## config.mk

```make
export PLATFORM = sky130hd
export DESIGN_NAME = elastic_pipe_stage
export DESIGN_NICKNAME = d
export VERILOG_FILES = /design/src/rtl/elastic_pipe_stage.sv
export SDC_FILE = /design/constraint.sdc
export NUM_CORES = 1
export LEC_CHECK = 0
export CAP_MARGIN = 5
export CORE_MARGIN = 3
export CORE_UTILIZATION = 44
export DETAILED_ROUTE_END_ITERATION = 6
export PLACE_DENSITY = 0.94
export SLEW_MARGIN = 20
export SYNTH_ARGS = -nofsm -noshare
export SYNTH_HDL_FRONTEND = slang
export SYNTH_SLANG_ARGS = --single-unit
```

## constraint.sdc

```tcl
create_clock -name clk -period 8.3 [get_ports clk]
set_clock_uncertainty 0.1 [all_clocks]
set_input_delay 1.66 -clock clk [delete_from_list [all_inputs] [get_ports clk]]
set_output_delay 1.66 -clock clk [all_outputs]
set_load 0.05 [all_outputs]
```

## src/rtl/elastic_pipe_stage.sv

```systemverilog
// Elastic bank of DEPTH registered stages, each with a valid bit, flush and per-stage kill.
// Latency: an entry loaded into stage 0 at edge t reaches the output at edge t+DEPTH-1.
// Backpressure: ready ripples combinationally from out_ready; only full stages stall.
module elastic_pipe_stage #(
    parameter int unsigned      WIDTH   = 32,
    parameter int unsigned      DEPTH   = 1,
    parameter logic [WIDTH-1:0] CLR_VAL = '0,
    localparam int unsigned     CW      = $clog2(DEPTH + 1)
) (
    input  logic             clk,
    input  logic             rst,
    input  logic             sclr,
    input  logic [DEPTH-1:0] kill,
    input  logic             in_valid,
    output logic             in_ready,
    input  logic [WIDTH-1:0] in_data,
    output logic             out_valid,
    input  logic             out_ready,
    output logic [WIDTH-1:0] out_data,
    output logic [DEPTH-1:0] stage_valid,
    output logic [CW-1:0]    count
);

    logic [DEPTH-1:0] stage_vld;
    logic [WIDTH-1:0] stage_dat [DEPTH];

    logic [DEPTH-1:0] ev;
    logic [DEPTH-1:0] adv;
    logic [DEPTH-1:0] up;
    logic [DEPTH:0]   rdy;
    logic [WIDTH-1:0] dat_up [DEPTH];

    // Ready chain is resolved from the output end so a draining tail frees the whole bank in one cycle.
    always_comb begin
        ev         = stage_vld & ~kill;
        up         = DEPTH'({ev, in_valid});
        adv        = '0;
        rdy        = '0;
        rdy[DEPTH] = out_ready;
        for (int i = DEPTH - 1; i >= 0; i--) begin
            adv[i] = ev[i] & rdy[i+1];
            rdy[i] = ~ev[i] | adv[i];
        end
    end

    always_comb begin
        dat_up[0] = in_data;
        for (int i = 1; i < DEPTH; i++) begin
            dat_up[i] = stage_dat[i-1];
        end
    end

    // A bubble moving in leaves the data register untouched.
    always_ff @(posedge clk) begin
        if (rst || sclr) begin
            stage_vld <= '0;
            for (int i = 0; i < DEPTH; i++) begin
                stage_dat[i] <= CLR_VAL;
            end
        end else begin
            for (int i = 0; i < DEPTH; i++) begin
                if (rdy[i]) begin
                    stage_vld[i] <= up[i];
                    if (up[i]) begin
                        stage_dat[i] <= dat_up[i];
                    end
                end
            end
        end
    end

    always_comb begin
        count = '0;
        for (int i = 0; i < DEPTH; i++) begin
            count = count + CW'(stage_vld[i]);
        end
    end

    assign in_ready    = rdy[0] & ~sclr & ~rst;
    assign out_valid   = ev[DEPTH-1] & ~sclr & ~rst;
    assign out_data    = stage_dat[DEPTH-1];
    assign stage_valid = stage_vld;

endmodule

```

==> key figures, run 1 <==
Timing
  • Total negative slack: 0 ps
  • Slew HR: 34.80%
  • Max Slew Vio Count: 0
  • Fmax: 0.1797 GHz
  • Post-route worst setup slack: 2736 ps
  • Final Setup Violations: 0
  • Fin crit share: 67.04%
  • Unrepaired setup endpoints after global routing: false
  • Slew @ Worst Pin: 974.3 ps
  • Final critical-path required period: 5564 ps
  • Final hold violation count: 0

Drt
  • First drt pass iteration count: 4
  • Wire per inst: 13.63 um
  • DRC Markers: 0
  • Vias per cell: 4.863
  • Final ANT Viol Nets: 0
  • Post-Route WL: 3175 um
  • Routed via count: 1,133
  • Iter 0 DRT Violations: 30

Layout
  • Layout area overhead: 46.49%
  • Fillers: 272
  • # diodes: 0
  • Area of the multi-input gates: 496.7 um^2
  • Layout Nets: 224
  • Sequential Area: 980.9 um^2
  • Fin util: 67.99%
  • Share of layout cells above drive strength 1: 22.46%

Synth
  • Top post-synthesis cells by count: edfxtp_1, nand2_1, nor3_2, buf_6
  • Top FF cell, synth: edfxtp_1
  • Synth cell types: 18
  • Mean area per synthesized cell: 13.55 um^2
  • Synth Register Bits: 33
  • Share of the synthesized area in the top cell type: 60.62%
  • Synthesized Nets: 155
  • Post-synth EDFFs: 32
  • Top cell type by total area after synthesis: edfxtp_1
  • Synth area leaders: edfxtp_1, nor3_2, nand2_1
  • Register area share after synthesis: 61.88%
  • Ys Warns: 0
  • Cell Area, Synth: 1585 um^2
  • Synth async-reset ratio: 0%
  • Synthesized instance count: 117

Clocking
  • CTS max path bufs: 2
  • H-tree Lvls: 2
  • Clock Latency Late Sink: 320 ps
  • CTS tree: yes
  • Root buffer cell: clkbuf_4
  • Clock-pin transition on the worst setup and hold timing paths: 90 ps
  • CTS hold repair buffers: 0
  • Sink Count: 33
  • TritonCTS Buffers: 5
  • CTS resizes: 0
  • # Post-CTS Setup Buffers: 0

Pwr
  • Total power: 365.5 uW
  • Max VDD drop: 0.09228 mV
  • Power Internal: 257.9 uW
  • Gate power share: 24.9%
  • Reg power frac: 53.2%
  • PwrDens: 157.4 nW/um^2
  • Clock power frac: 21.9%
  • Pleak: 0.0008429 uW
  • Sw frac: 29.44%
  • Net Switching: 107.6 uW

Critical path
  • Worst Setup SP: rst
  • Flop2flop setup slack: 6200 ps
  • Critical Path RT: 6540 ps
  • CP Capture Type: output port
  • End point of the critical path: out_valid
  • Critical path class: in -> out
  • Arr. time, crit path: 3800 ps
  • Crit-path max FO: 34
  • Launching point of the worst reg2reg path: stage_valid$_SDFFE_PP0N_
  • R2R Path End: stage_dat[0][22]$_SDFFCE_PN0P_
  • CP Launch Type: input pin
  • Worst Reg2Reg Path Length in Cells: 3

Floorplanning
  • Starting Density: 46.41%
  • Die width: 66.03 um
  • Row cnt: 21
  • DIE AREA: 4359 um^2
  • Core ar.: 3416 um^2
  • I/O Pins: 74
  • Chip Height: 66.03 um

Run status
  • Status: completed

Global route
  • Total gr overflow: 0
  • Initial antenna violation count: 0
  • Largest net degree at the start of global routing: 35
  • Vias in the first global route: 1,101
  • Total global-route track usage: 15.32%
  • First-pass GRT wire length: 4926 um

Placement
  • Dpl hpwl: 2368 um
  • Port Buffers: 73
  • Pre-CTS WS: 2727 ps
  • GPL Wtd Cong: 0.7509

Hold path
  • Hold Path Class: reg -> reg
  • Hold path start: stage_valid$_SDFFE_PP0N_

Run
  • Max cap viols: 0
[worst max-delay path, cell delays in order]
cell             delay [ps]
clkdlybuf4s50_1         410
or2_2                   630
nor3b_2                 250
clkdlybuf4s50_1         830
[layout make-up]
cell class	count	share of cell area, %
clock buffer	5	1.616
clock inverter	3	0.5388
inverter	1	0.1616
multi-input combinational	71	21.39
sequential	33	42.24
tap	46	2.478
timing repair buffer	74	31.57
[flip-flops by register name, summed over array words and instances, names as in the netlist]
signal       cells
stage_dat       32
stage_valid      1
[layout by cell type, fill, tap and decap left out, drive strengths merged]
cell type,instances
nand2,32
clkdlybuf4s50,72
buf,2
nor2,2
o21a,1
nor3b,2
nor3,32
or2,1
clkbuf,5
clkinv,3
inv,1
edfxtp,32
o21ai,1
dfxtp,1
[cell families (layout without fill, tap and decap cells)]
family          count (synthesis)  count (layout)  synth area share (%)
simple gates                   69              69                 29.83
flops                          33              33                 61.88
buf+inv                        13              83                 7.498
compound gates                  2               2                0.7891
[layer usage]
layer,GRT usage (%),share of wire (%),vias to the layer above
met5,0,0,-
met4,6.345,1.1,0
met3,6.633,10,4
met2,27.28,53,55
met1,15.52,36,528
li1,-,-,546
[power by group through the flow]
| stage | Combinational, uW | Clock [uW] | Sequential (uW) |
|---|---|---|---|
| 5_1_grt | 95.6 | 88.3 | 196 |
| 6_report | 91.2 | 80.0 | 194 |
| 3_5_place_dp | 92.1 | 0 | 198 |
| 4_1_cts | 92.3 | 81.3 | 195 |
| 3_3_place_gp | 90.6 | 0 | 198 |
| 2_1_floorplan | 21.6 | 0 | 232 |
[worst min path at each step]
| stage | slack, ps | end | cells past startpoint |
|---|---|---|---|
| after floorplan | 850 | stage_valid$_SDFFE_PP0N_ | 2 |
| after global placement | 920 | stage_valid$_SDFFE_PP0N_ | 3 |
| after detailed placement | 940 | stage_valid$_SDFFE_PP0N_ | 3 |
| after CTS | 970 | stage_valid$_SDFFE_PP0N_ | 3 |
| after global routing | 1020 | stage_valid$_SDFFE_PP0N_ | 3 |
| final | 960 | stage_valid$_SDFFE_PP0N_ | 3 |
[metrics by stage]
stage,hold WS [ps],area (um^2),cells
final,959.3,2322,233
after global routing,1019,2322,233
after CTS,966.4,2327,233
after detailed placement,944.8,2277,225
after global placement,923.0,2277,225
after floorplan,850.5,1585,117
Power figures use the tool's default switching activity.
==> inputs of run 2 (changes only) <==
Settings changed: CORE_UTILIZATION 44 to 41, PLACE_DENSITY 0.94 to 0.89.
Clock period 8.3 ns to 5.2 ns, I/O delays scaled along.
==> run 2 against run 1 <==
  * Clock power grew 120%
  * Count of clock-buffer cells in the layout grew 1
  * Non-clock buffer count grew 2
  * Critical endpoint unchanged
==> key figures, run 2 (synthesis gave the netlist of run 1 again) <==
Layout
  • # diodes: 0 (unchanged)
  • Layout Nets: 226 (+0.89%)
  • Max reg flops: 32 (unchanged)
  • Commonest non-fill, non-tap cell in the layout: clkdlybuf4s50_1
  • Layout area overhead: 49.80%
  • Top reg by flops: stage_dat
  • Commonest cells after routing, fill and taps aside: clkdlybuf4s50_1, nand2_1, edfxtp_1, nor3_2, clkbuf_8
  • Share of layout cells above drive strength 1: 23.28% (+0.82 points)

Floorplanning
  • Starting Density: 45.02% (-1.4 points)
  • I/O Pins: 74 (unchanged)
  • Chip Height: 68.18 um (+3.3%)
  • Core ar.: 3521 um^2 (+3.1%)
  • DIE AREA: 4649 um^2 (+6.6%)
  • Die width: 68.18 um (+3.3%)
  • Row cnt: 21 (unchanged)

Hold path
  • Hold Path Class: reg -> reg
  • Hold path start: stage_valid$_SDFFE_PP0N_

Drt
  • DRC Markers: 0 (unchanged)
  • First drt pass iteration count: 4 (unchanged)
  • Wire per inst: 13.20 um (-3.2%)
  • Post-Route WL: 3101 um (-2.3%)
  • Routed via count: 1,093 (-3.5%)
  • Iter 0 DRT Violations: 42 (+40%)
  • Vias per cell: 4.651 (-4.4%)
  • Final ANT Viol Nets: 0 (unchanged)

Placement
  • Dpl hpwl: 2313 um (-2.3%)
  • GPL Wtd Cong: 0.7405 (-1.4%)
  • Port Buffers: 73 (unchanged)

Critical path
  • Worst path cell trace: clkdlybuf4s50_1 > or2_2 > nor3b_2 > clkdlybuf4s50_1
  • CP most frequent cell: clkdlybuf4s50_1
  • CP peak stage delay: 820 ps (about the same)
  • Critical path's top delay family: buffers and inverters
  • Arr. time, crit path: 2990 ps (-810 ps)
  • Worst path bufs/invs: 2 (unchanged)
  • CP Capture Type: output port
  • Crit-path max FO: 17 (-50%)
  • CP Launch Type: input pin
  • Critical Path RT: 4060 ps (-2480 ps)
  • Slowest-stage cell, CP: clkdlybuf4s50_1
  • Worst Setup SP: rst
  • Launching point of the worst reg2reg path: stage_valid$_SDFFE_PP0N_
  • Critical path class: in -> out

Clocking
  • CTS tree: yes
  • Clock Latency Late Sink: 270 ps (-50 ps)
  • Clock-pin transition on the worst setup and hold timing paths: 60 ps (-30 ps)
  • # Post-CTS Setup Buffers: 0 (unchanged)
  • Sink Count: 33 (unchanged)
  • CTS resizes: 0 (unchanged)
  • H-tree Lvls: 2 (unchanged)
  • CTS hold repair buffers: 0 (unchanged)
  • Root buffer cell: clkbuf_8
  • TritonCTS Buffers: 5 (unchanged)
  • CTS max path bufs: 2 (unchanged)

Run
  • Max cap viols: 0 (unchanged)

Pwr
  • PwrDens: 265.9 nW/um^2 (+69%)
  • Max VDD drop: 0.1671 mV (+81%)
  • Pleak: 0.0008671 uW (+2.9%)
  • Total power: 631.3 uW (+73%)

Timing
  • Final critical-path required period: 4129 ps
  • Final Setup Violations: 0 (unchanged)
  • Slew HR: 37.53% (+2.7 points)
  • Final hold violation count: 0 (unchanged)
  • Fmax: 0.2422 GHz
  • Fin crit share: 79.41%
  • Unrepaired setup endpoints after global routing: false
  • Slew @ Worst Pin: 933.5 ps (-40.82 ps)
  • Max Slew Vio Count: 0 (unchanged)
  • Total negative slack: 0 ps (unchanged)

Global route
  • Total gr overflow: 0 (unchanged)
  • First-pass GRT wire length: 5064 um (+2.8%)
  • Largest net degree at the start of global routing: 35 (unchanged)
  • Initial antenna violation count: 0 (unchanged)
  • Vias in the first global route: 1,083 (-1.6%)
  • Total global-route track usage: 15.13% (-0.19 points)

Run status
  • Status: completed
## run 2: cell count changes in the layout (fill, tap and decap cells not counted), sizes merged
cell / change
buf: +1
clkbuf: +1
clkdlybuf4s50: +1
clkinv: -1
## run 2: final timing paths
kind	end	slack [ps]	depth (start not counted)
worst min register to register	stage_valid$_SDFFE_PP0N_	950	3
worst min-delay path	stage_valid$_SDFFE_PP0N_	950	3
worst max register to register	stage_dat[0][28]$_SDFFCE_PN0P_	3150	3
worst max-delay path	out_valid	1070	4
## run 2: area by class of cell
cell class	instances	area (um^2)
clock buffers	6	72.57
multi-input cells	71	496.7
repair buffers	76	753.2
fillers	262	1146
well taps	46	57.56
inverters	1	3.754
clock inverters	2	10.01
flip-flops and latches	33	980.9
## run 2: metal layers
layer  global-route usage [%]  wire, um  vias to the layer above
met1                    17.97      1234                      484
met3                    6.404       307                        5
li1                         -         -                      548
met4                    5.211        36                        0
met2                    24.55      1522                       56
met5                        0         0                        -
## run 2: worst register-to-register path, cell delays in order, from the launching register on
cell,delay [ps]
dfxtp_1,330
nor3b_4,160
buf_4,290
o21ai_4,790
## run 2: where the power goes
group	internal [uW]	switching [uW]
Combinational	58.0	88.6
Sequential	307	4.17
Clock	92.4	81.5
## run 2: metrics by stage
| step | utilization [%] | instances | area (um^2) | hold WS [ps] | setup slack (ps) |
|---|---|---|---|---|---|
| after floorplan | - | 117 | 1585 | 850.5 | 1128 |
| after global placement | 65.10 | 227 | 2292 | 922.2 | 1086 |
| after detailed placement | 65.10 | 227 | 2292 | 948.6 | 1060 |
| after CTS | 67.45 | 235 | 2375 | 957.9 | 1059 |
| after global routing | 67.45 | 235 | 2375 | 996.3 | 1012 |
| final | 67.45 | 235 | 2375 | 949.4 | 1071 |
